==> src/rtl/reg_cmd_fsm.sv <==
// Byte-stream command decoder: CMD byte, ADDR_W/8 address bytes, DATA_W/8 data bytes (writes), all MSB first.
// Writes raise a one-cycle register strobe; reads return the word over TX; stalls mid-frame time out via err_o.
module reg_cmd_fsm #(
  parameter int          ADDR_W      = 8,
  parameter int          DATA_W      = 8,
  parameter int          TIMEOUT_CYC = 100000,
  parameter logic [7:0]  CMD_WR      = 8'h01,
  parameter logic [7:0]  CMD_RD      = 8'h02
) (
  input  logic              clk,
  input  logic              rst_n,
  input  logic              rx_valid_i,
  input  logic [7:0]        rx_data_i,
  input  logic              tx_ready_i,
  output logic              tx_valid_o,
  output logic [7:0]        tx_data_o,
  output logic [ADDR_W-1:0] reg_addr_o,
  output logic [DATA_W-1:0] reg_wdata_o,
  output logic              reg_wr_o,
  output logic              reg_rd_o,
  input  logic [DATA_W-1:0] reg_rdata_i,
  input  logic              reg_rvalid_i,
  output logic              busy_o,
  output logic              err_o
);

  localparam logic [2:0] ADDR_LAST = 3'(ADDR_W / 8 - 1);
  localparam logic [2:0] DATA_LAST = 3'(DATA_W / 8 - 1);
  localparam int TO_W = (TIMEOUT_CYC > 1) ? $clog2(TIMEOUT_CYC) : 1;
  localparam logic [TO_W-1:0] TO_LAST = TO_W'((TIMEOUT_CYC > 0) ? TIMEOUT_CYC - 1 : 0);
  localparam bit TO_EN = (TIMEOUT_CYC > 0);

  typedef enum logic [2:0] {S_CMD, S_ADDR, S_WDATA, S_RWAIT, S_TX} state_t;

  state_t            state_q, state_d;
  logic              is_rd_q;
  logic [ADDR_W-1:0] addr_sh_q;
  logic [DATA_W-1:0] data_sh_q;
  logic [DATA_W-1:0] tx_buf_q;
  logic [2:0]        cnt_q;
  logic [TO_W-1:0]   to_q;

  logic [ADDR_W-1:0] addr_nx;
  logic [DATA_W-1:0] data_nx;
  logic              to_hit;
  logic              latch_cmd, shift_addr, shift_data, fire_wr, fire_rd;
  logic              capture, tx_adv, err_d, to_clr, to_inc, cnt_clr, cnt_inc;

  assign addr_nx = (addr_sh_q << 8) | ADDR_W'(rx_data_i);
  assign data_nx = (data_sh_q << 8) | DATA_W'(rx_data_i);
  assign to_hit  = TO_EN && (to_q == TO_LAST);

  assign busy_o     = (state_q != S_CMD);
  assign tx_valid_o = (state_q == S_TX);
  assign tx_data_o  = tx_valid_o ? tx_buf_q[DATA_W-1 -: 8] : 8'h00;

  always_comb begin
    state_d    = state_q;
    latch_cmd  = 1'b0;
    shift_addr = 1'b0;
    shift_data = 1'b0;
    fire_wr    = 1'b0;
    fire_rd    = 1'b0;
    capture    = 1'b0;
    tx_adv     = 1'b0;
    err_d      = 1'b0;
    to_clr     = 1'b0;
    to_inc     = 1'b0;
    cnt_clr    = 1'b0;
    cnt_inc    = 1'b0;
    case (state_q)
      S_CMD: begin
        if (rx_valid_i) begin
          if (rx_data_i == CMD_WR || rx_data_i == CMD_RD) begin
            latch_cmd = 1'b1;
            cnt_clr   = 1'b1;
            state_d   = S_ADDR;
          end else if (rx_data_i != 8'h00) begin
            err_d = 1'b1;
          end
        end
      end
      S_ADDR: begin
        if (rx_valid_i) begin
          shift_addr = 1'b1;
          to_clr     = 1'b1;
          if (cnt_q == ADDR_LAST) begin
            cnt_clr = 1'b1;
            if (is_rd_q) begin
              fire_rd = 1'b1;
              state_d = S_RWAIT;
            end else begin
              state_d = S_WDATA;
            end
          end else begin
            cnt_inc = 1'b1;
          end
        end else if (to_hit) begin
          err_d   = 1'b1;
          state_d = S_CMD;
        end else begin
          to_inc = 1'b1;
        end
      end
      S_WDATA: begin
        if (rx_valid_i) begin
          shift_data = 1'b1;
          to_clr     = 1'b1;
          if (cnt_q == DATA_LAST) begin
            cnt_clr = 1'b1;
            fire_wr = 1'b1;
            state_d = S_CMD;
          end else begin
            cnt_inc = 1'b1;
          end
        end else if (to_hit) begin
          err_d   = 1'b1;
          state_d = S_CMD;
        end else begin
          to_inc = 1'b1;
        end
      end
      S_RWAIT: begin
        err_d = rx_valid_i;
        // Data arriving on the expiry cycle wins over the timeout.
        if (reg_rvalid_i) begin
          capture = 1'b1;
          cnt_clr = 1'b1;
          state_d = S_TX;
        end else if (to_hit) begin
          err_d   = 1'b1;
          state_d = S_CMD;
        end else begin
          to_inc = 1'b1;
        end
      end
      S_TX: begin
        err_d = rx_valid_i;
        if (tx_ready_i) begin
          tx_adv  = 1'b1;
          cnt_inc = 1'b1;
          if (cnt_q == DATA_LAST) state_d = S_CMD;
        end
      end
      default: state_d = S_CMD;
    endcase
    if (state_d == S_CMD || state_d == S_TX) to_clr = 1'b1;
  end

  always_ff @(posedge clk or posedge rst_n) begin
    if (rst_n) state_q <= S_CMD;
    else       state_q <= state_d;
  end

  always_ff @(posedge clk or posedge rst_n) begin
    if (rst_n) begin
      is_rd_q     <= 1'b0;
      addr_sh_q   <= '0;
      data_sh_q   <= '0;
      tx_buf_q    <= '0;
      cnt_q       <= '0;
      to_q        <= '0;
      reg_addr_o  <= '0;
      reg_wdata_o <= '0;
      reg_wr_o    <= 1'b0;
      reg_rd_o    <= 1'b0;
      err_o       <= 1'b0;
    end else begin
      err_o    <= err_d;
      reg_wr_o <= fire_wr;
      reg_rd_o <= fire_rd;
      if (latch_cmd)  is_rd_q   <= (rx_data_i == CMD_RD);
      if (shift_addr) addr_sh_q <= addr_nx;
      if (shift_data) data_sh_q <= data_nx;
      // Outputs only change with a strobe, so partial fields never leak out.
      if (fire_rd) reg_addr_o <= addr_nx;
      if (fire_wr) begin
        reg_addr_o  <= addr_sh_q;
        reg_wdata_o <= data_nx;
      end
      if (cnt_clr)      cnt_q <= '0;
      else if (cnt_inc) cnt_q <= cnt_q + 3'd1;
      if (to_clr)      to_q <= '0;
      else if (to_inc) to_q <= to_q + TO_W'(1);
      if (capture)     tx_buf_q <= reg_rdata_i;
      else if (tx_adv) tx_buf_q <= tx_buf_q << 8;
    end
  end

endmodule

==> config.mk <==
export PLATFORM = sky130hd
export DESIGN_NAME = reg_cmd_fsm
export DESIGN_NICKNAME = d
export VERILOG_FILES = /design/src/rtl/reg_cmd_fsm.sv
export SDC_FILE = /design/constraint.sdc
export NUM_CORES = 1
export LEC_CHECK = 0
export BUFFER_PORTS_ARGS = -buffer_cell sky130_fd_sc_hd__clkbuf_2
export CORE_ASPECT_RATIO = 1.1
export CORE_MARGIN = 1
export CORE_UTILIZATION = 30
export CTS_CLUSTER_DIAMETER = 40
export DETAILED_ROUTE_END_ITERATION = 6
export HOLD_SLACK_MARGIN = 0.02
export SYNTH_ARGS = -nofsm -noshare
export SYNTH_HDL_FRONTEND = slang
export SYNTH_SLANG_ARGS = --single-unit
==> constraint.sdc <==
create_clock -name clk -period 2.69 [get_ports clk]
set_input_delay 0.269 -clock clk [delete_from_list [all_inputs] [get_ports clk]]
set_output_delay 0.269 -clock clk [all_outputs]
set_load 0.01 [all_outputs]
# Yosys cells after proc, flatten, opt, wreduce, memory -nomap -nowiden

Cells that the tools add are included.

Flip-flop bits (word level): 59
Input bits: 21
Output and inout port bits: 29
Word-level logic and storage cells: 87

Add/subtract/negate cells: 2
Equal/unequal tests: 8
Multiplexer cells: 54
Reductions and logical operators: 12

Operators by type and width:

| cell                  | count |
|---|---|
| $mux 8                | 5 |
| $mux 17               | 2 |
| $mux 3                | 11 |
| $mux 1                | 31 |
| $add 17x1->17 const B | 1 |
| $eq 17x17->1 const B  | 1 |
| $pmux 3 s5            | 1 |
| $logic_not 3->1       | 3 |
| $eq 8x1->1 const B    | 1 |
| $eq 8x2->1 const B    | 1 |
| $reduce_bool 2->1     | 4 |
| $reduce_bool 8->1     | 1 |
| $eq 3x2->1 const B    | 2 |
| $eq 3x3->1 const B    | 2 |
| $pmux 1 s2            | 2 |
| $pmux 1 s4            | 1 |
| $add 3x1->3 const B   | 1 |
| $eq 3x1->1 const B    | 1 |
| $pmux 1 s3            | 1 |
| $reduce_bool 3->1     | 1 |
| $logic_or 1x1->1      | 2 |
| $reduce_or 2->1       | 1 |

# Logic depth before layout (Yosys ltp)

Gate-level depths: netlist of run 1.

Depth after elaboration: 9
Mapped depth: 8

# Worst setup path after synthesis of run 1

No wires, ideal clock.

Path kind: register -> register
From: reg to_q[5]
To: reg to_q[10]
Arrival: 1.843 ns
Data required time: 2.551 ns
Setup slack: 0.708 ns
Cell stages (with the launch flop): 7
Path buffers: 1
Cells stage by stage: dfrtp_1 or4_4 nor2_8 a21oi_4 a211oi_4 buf_6 a211oi_1

Cells in the longest elaborated chain, start to end: 8
Elaborated cells between the ends (all ways): 18

RTL lines:

| item                                          | RTL line     | RTL |
|---|---|---|
| start: declaration                            | 41           | `logic [TO_W-1:0] to_q;` |
| start signal: assignment                      | 184          | `else if (to_inc) to_q <= to_q + TO_W'(1);` |
| $eq 17x17->1                                  | 51           | `assign to_hit = TO_EN && (to_q == TO_LAST);` |
| $mux 3                                        | 98, 116, 130 |  |
| $mux 3 (on tied branches)                     | 126, 106, 84 |  |
| $pmux 3 s5                                    | 71           | `case (state_q)` |
| $eq 3x3->1 or $logic_not 3->1 (tied branches) | 147          | `if (state_d == S_CMD \|\| state_d == S_TX) to_clr = 1'b1;` |
| $logic_or 1x1->1                              | 147          |  |
| $mux 1                                        | 147          |  |
| $mux 17 or $reduce_bool 2->1 (tied branches)  | n/a          |  |

Parallel ways exist; a longest one is shown, timed or not. The select of a mux whose other input is x is not followed.
A chain may end at the register's enable or synchronous reset.

# Worst setup path in the final report of run 1

From: reg state_q[2]
To: reg tx_buf_q[6]

Cells in the longest elaborated chain, start to end: 3
Elaborated cells between the ends (all ways): 6

RTL lines:

| item                                        | RTL line | RTL |
|---|---|---|
| start: declaration                          | 35       | `state_t state_q, state_d;` |
| start signal: assignment                    | 152      | `else state_q <= state_d;` |
| $eq 3x2->1 or $eq 3x3->1 (tied branches)    | 71       |  |
| $mux 1                                      | 71       |  |
| $mux 8 or $reduce_bool 2->1 (tied branches) | n/a      |  |
| end signal: assignment                      | 185      | `if (capture) tx_buf_q <= reg_rdata_i;` |
| end signal: assignment                      | 186      | `else if (tx_adv) tx_buf_q <= tx_buf_q << 8;` |
| end: declaration                            | 39       | `logic [DATA_W-1:0] tx_buf_q;` |

Parallel ways exist; a longest one is shown, timed or not.

==> results of run 1 <==
## worst max-delay path, delay by kind of cell (launching register included)
kind / cells / cell delay (ps)
compound gates: 2 / 820
flops: 1 / 700
simple gates: 2 / 570
## cell families (layout without fill, tap and decap cells)
group | after synthesis | count (layout)
mux | 28 | 28
xor+xnor | 18 | 18
compound gates | 60 | 60
flops | 59 | 59
simple gates | 78 | 78
buf+inv | 27 | 86
fa+ha+maj | 3 | 3
## flip-flops by register name, summed over array words and instances (netlist names)
signal       cells
state_q          3
tx_buf_q         8
reg_wr_o         1
is_rd_q          1
to_q            17
addr_sh_q        8
reg_addr_o       8
reg_rd_o         1
cnt_q            3
reg_wdata_o      8
err_o            1
## worst min-delay path by stage
stage / start / to / slack [ps] / cells after the start
floorplan: reg_rdata_i[0] / tx_buf_q[0] / 410 / 1
global placement: tx_buf_q[4] / tx_buf_q[4] / 480 / 1
detailed placement: tx_buf_q[1] / tx_buf_q[1] / 470 / 1
CTS: reg_rdata_i[0] / tx_buf_q[0] / 140 / 2
global route: reg_rdata_i[2] / tx_buf_q[2] / 140 / 2
finish: rst_n / reg_wdata_o[1] / 140 / 2
## final cells by class
type / instances / area, um2
Multi-Input combinational cell: 187 / 1410
Timing Repair Buffer: 57 / 305
Fill cell: 953 / 5970
Clock inverter: 4 / 25.0
Inverter: 13 / 48.8
Clock buffer: 12 / 155
Sequential cell: 59 / 1480
Tap cell: 117 / 146
## synth_stat cells (6+ instances only)
cell and n:
xnor2_1 17, inv_1 13, a21oi_1 15, a22o_1 8
mux2i_1 11, and3_1 9, nor3_1 8, a211oi_1 21
nand2_1 9, clkbuf_1 6, buf_2 6, dfrtp_1 59
nor2_1 14, mux2_2 17
## power groups by stage
stage               Sequential [mW]  Combinational (mW)  Clock (mW)
finish                        0.969               0.215       0.733
global route                  0.976               0.244       0.799
CTS                           0.970               0.221       0.755
detailed placement            0.987               0.218           0
global placement              0.985               0.214           0
floorplan                     0.991               0.128           0
## layer usage
metal	vias up	track usage, %	wire (um)
met5	-	0	0
met4	0	5.88	134
met3	12	3.78	218
met2	34	21.1	3070
met1	1084	16.9	3050
li1	1106	-	-
## metrics by stage
| step | hold WS (ps) | util (%) | total power [mW] | instance area, um2 |
|---|---|---|---|---|
| 6_report | 135 | 37.4 | 1.92 | 3570 |
| 5_1_grt | 136 | 37.4 | 2.02 | 3570 |
| 4_1_cts | 143 | 37.4 | 1.95 | 3570 |
| 3_5_place_dp | 473 | 35.5 | 1.20 | 3390 |
| 3_3_place_gp | 476 | 35.5 | 1.20 | 3390 |
| 2_1_floorplan | 409 | - | 1.12 | 3000 |
==> flow_summary.toml, run 1 <==
[clock_network]
clock_sinks = 59
root_buffer = "clkbuf_8"
cts_inserted_buffers = 9
cts_resized = 0
clk_path_buf_depth = 2
cts_tree = "built"
clk_latency_ps = 340
cts_hold_buf = 0
htreeDepth = 3
clkSlewWorstSetupHoldPaths_ps = 70
cts_setup_buffers = 0

[global_routing]
antenna_found_initial = 0
grt_max_degree = 47
grt_usage_pct = 13.3
grt_pass1_vias = 2221
overflow = 0
grt_pass1_wl_mm = 11.0

[critical_path]
cp_cell_sequence = "and3b_1, and2_1, a21oi_1, a22o_1"
r2r_slack_ps = 540
worstPathMaxFanout = 19
crit_start = "state_q[2]"
regToRegEndpoint = "tx_buf_q[6]"
worstPathRequired_ps = 2960
cpMaxStageDelayCell = "dfrtp_1"
r2r-start = "state_q[2]"
end_kind = "flop"
critPathCapture = "tx_buf_q[6]"
worst_r2r_path_depth = 4
startpoint_type = "flop"
crit_arrival_ps = 2420
crit_type = "reg -> reg"
slowest_delay_ps = 700

[logic_synthesis]
synth_top_family_by_area = "simple AND/OR/NAND/NOR gates"
synthAdderAreaFrac_pct = 1.25
ys_seq_area_share_pct = 49.2
muxShareOfSynthArea_pct = 10.0
async_flop_share_pct = 100
syn_nets = 297
ys_top_cells_by_area = "dfrtp_1, mux2_2, a211oi_1"
synth_xor_xnor_area_share_pct = 5.25
syn-instance-count = 273
synth_cell_type_count = 48
syn_area_per_cell_um2 = 11.0
yosysTopAreaCellShare_pct = 49.2
yosys_warnings = 0
synth_flop_cell = "dfrtp_1"
synth-compound-area-share_pct = 14.8
ys_ff_latch = 59
synth_edf_count = 0
synthSimpleGateAreaFrac_pct = 15.7
yosys.area.top_type = "dfrtp_1"
synthesis.area_mm2 = 0.00300

[floorplan]
fp.dieW_um = 97.4
die_y_um = 107
start_util_pct = 31.5
fp-row-count = 37
core_mm2 = 0.00954
io_pins = 50
fp.dieArea_mm2 = 0.0104

[routing]
drt_iter0_drc = 64
postRouteAntennaNets = 0
drcViolationCount = 0
wirelength_mm = 6.47
routed_via_density = 4.98
wl_per_cell_um = 14.4
num_vias = 2236
firstDrtPassIters = 4

[final_layout]
stdcell_count = 449
drive_above_1_share_pct = 30.1
antenna_cells = 0
final_common_cell = "dfrtp_1"
final_cell_mix = "dfrtp_1, clkbuf_2, a211oi_1"
num-nets-final = 351
area.growth.synth_to_final_pct = 18.8

[power]
p_leak_nw = 1.65
comb_power_share_pct = 11.2
powerDensity_mw_per_mm2 = 537
p_switching_mw = 0.505
cell_internal_pwr_mw = 1.41
switching_share_pct = 26.3
clockPowerShare_pct = 38.2
pwr-share-seq_pct = 50.6
ir_drop_mv = 0.168

[placement]
pre_cts_ws_ps = 559
place_inst = 433
gp_congestion = 0.755
hpwl_mm = 4.49
io_buffers = 49

[sta]
setup_viol = 0
fin_crit_ps = 2150
setup-tns-final_ps = 0
rsz0062_at_grt = "no"
skew_ps = 8.58
report.final.slew_viol_count = 0
layout_setup_ws_ps = 539
max_freq_mhz = 465
finalCritPeriodShare_pct = 80.0
maxSlewHeadroom_pct = 35.9
hold_violations = 0
tightest_slew_ps = 961

[run]
cap_viol_max_count = 0

[min_path]
hold_path_class = "in -> async"

[status]
status = "finished, final reports clean"
No activity file was read; power rests on OpenSTA's default activity.
==> run 2: changes to the inputs <==
Settings changed: ABC_AREA set to 1.
Clock period 2.69 ns to 2.2 ns, I/O delays scaled along.
==> run 2 against run 1 <==
Worst hold slack worse by 21 ps; via count up 17%; critical path depth up 7; design area up 1.4%.
==> flow_summary.toml, run 2 <==
[global_routing]
grtUsageMet2_pct = 23.1
busiest_layer = "met2"
grt_max_degree = 28
grt_pass1_wl_mm = 12.1
antenna_found_initial = 0
overflow = 0
met3_usage_pct = 4.11
grtUsageMet1_pct = 18.8
grt_pass1_vias = 2658
grt_usage_pct = 14.6

[min_path]
whs_endpoint = "tx_buf_q[5]"
hp-start = "reg_rdata_i[5]"
hold_path_class = "in -> reg"
hold_depth = 3

[floorplan]
fp.dieArea_mm2 = 0.0104
io_pins = 50
start_util_pct = 31.5
die_y_um = 107
fp-row-count = 37
fp.dieW_um = 97.1
core_mm2 = 0.00949

[routing]
routed_via_density = 4.63
drcViolationCount = 0
postRouteAntennaNets = 0
wl_per_cell_um = 11.9
drt_iter0_drc = 102
num_vias = 2609
wirelength_mm = 6.71
firstDrtPassIters = 5

[placement]
hpwl_mm = 4.96
gp_congestion = 0.847
io_buffers = 49

[final_layout]
final_cell_mix = "nand2_1, dfrtp_1, nor2_1"
regMostFlops = "to_q"
drive_above_1_share_pct = 19.9
num-nets-final = 466
final_common_cell = "nand2_1"
antenna_cells = 0
area.growth.synth_to_final_pct = 21.2
largest_reg_flops = 17

[clock_network]
clk_latency_ps = 350
cts_tree = "built"
root_buffer = "clkbuf_8"
clkSlewWorstSetupHoldPaths_ps = 70
clk_path_buf_depth = 2
cts_inserted_buffers = 9
clock_sinks = 59
htreeDepth = 3

[critical_path]
worstPathRequired_ps = 2420
r2r-start = "cnt_q[0]"
end_kind = "flop"
worst_r2r_path_depth = 11
crit_type = "reg -> reg"
regToRegEndpoint = "to_q[10]"
startpoint_type = "flop"
r2r_slack_ps = 260
crit_arrival_ps = 2160
worstPathMaxFanout = 15

[logic_synthesis]
ys_ff_latch = 59
synth_cell_type_count = 30
synth_flop_cell = "dfrtp_1"
synth_edf_count = 0
yosys_warnings = 0
synth.most_common_cell = "nand2_1"
syn_area_per_cell_um2 = 7.80
ys_seq_area_share_pct = 49.4
syn-instance-count = 383
synthesis.area_mm2 = 0.00299
yosys.area.top_type = "dfrtp_1"
syn_nets = 407
synth_commonest_cells = "nand2_1, dfrtp_1, nor2_1, inv_1, o21ai_0"
async_flop_share_pct = 100
yosysTopAreaCellShare_pct = 49.4
ys_top_cells_by_area = "dfrtp_1, nand2_1, nor2_1"

[run]
cap_viol_max_count = 0

[sta]
hold_slack_ps = 114
setup_viol = 0
hold_violations = 0
finalCritPeriodShare_pct = 88.0
tightest_slew_ps = 513
max_freq_mhz = 517
skew_ps = 10.0
report.final.slew_viol_count = 0
maxSlewHeadroom_pct = 65.8
fin_crit_ps = 1940
rsz0062_at_grt = "no"
setup-tns-final_ps = 0

[power]
ir_drop_mv = 0.254
p_leak_nw = 1.81
powerDensity_mw_per_mm2 = 623

[status]
status = "finished, final reports clean"
run 2: logic make-up (layout without fill, tap and decap cells):
kind of cell	after synthesis	after routing	synth area share, %
flip-flops	59	59	49.4
XOR/XNOR	11	11	3.23
AND/OR/NAND/NOR	207	207	30.2
adder cells (fa/ha/maj)	3	3	1.26
AO/OA/AOI/OAI	48	48	8.67
buffers and inverters	55	119	7.25
run 2: layout make-up:
class | instances | area (um2)
multi-input cells | 269 | 1290
well taps | 117 | 146
repair buffers | 56 | 313
fillers | 979 | 5870
clock buffers | 11 | 151
flip-flops and latches | 59 | 1480
clock inverters | 5 | 61.3
inverters | 47 | 176
run 2: how the worst max path moves through the flow:
stage,end,start,slack (ps)
6_report,to_q[10],cnt_q[0],260
2_1_floorplan,to_q[4],cnt_q[0],450
4_1_cts,to_q[10],cnt_q[0],250
3_5_place_dp,to_q[10],cnt_q[0],270
5_1_grt,to_q[14],cnt_q[0],30
3_3_place_gp,reg_addr_o[3],cnt_q[0],350
run 2: stage by stage:
step                util, %  area (um2)  worst slack, ps  total power [mW]  std cells
floorplan                 -        2990              452              1.19        383
global placement       35.8        3400              353              1.24        547
detailed placement     35.8        3400              270              1.24        547
CTS                    38.1        3620              252              2.29        564
global route           38.1        3620             29.2              2.36        564
finish                 38.1        3620              265              2.26        564
run 2: worst max-delay path, stage by stage (launching register included):
cell     delay (ps)
dfrtp_1         380
inv_1            90
ha_1            140
inv_1            40
nor2_2          140
nand2_1         180
nor2_1          140
nor2_1           50
a21oi_1         220
nand3_2         140
nand2_4         210
nor2_1           80
run 2: power by group:
group | leakage, nW | total, mW | switching, mW | internal (mW)
combinational | 0.944 | 0.104 | 0.0678 | 0.0365
sequential | 0.768 | 1.11 | 0.00940 | 1.10
clock | 0.0978 | 1.04 | 0.454 | 0.586
run 2: routing by layer:
layer / vias up / part of all wire [%]
li1: 1334 / -
met2: 51 / 46
met3: 9 / 4.6
met4: 0 / 1.8
met5: - / 0
met1: 1215 / 48
run 2: repair_timing:
action / CTS / global route
endpoints found under the setup margin: 0 / 0
hold buffers: 1 / 0
hold endpoints to repair: 21 / 0
buffers inserted: 0 / 0
gates resized for setup: 0 / 0
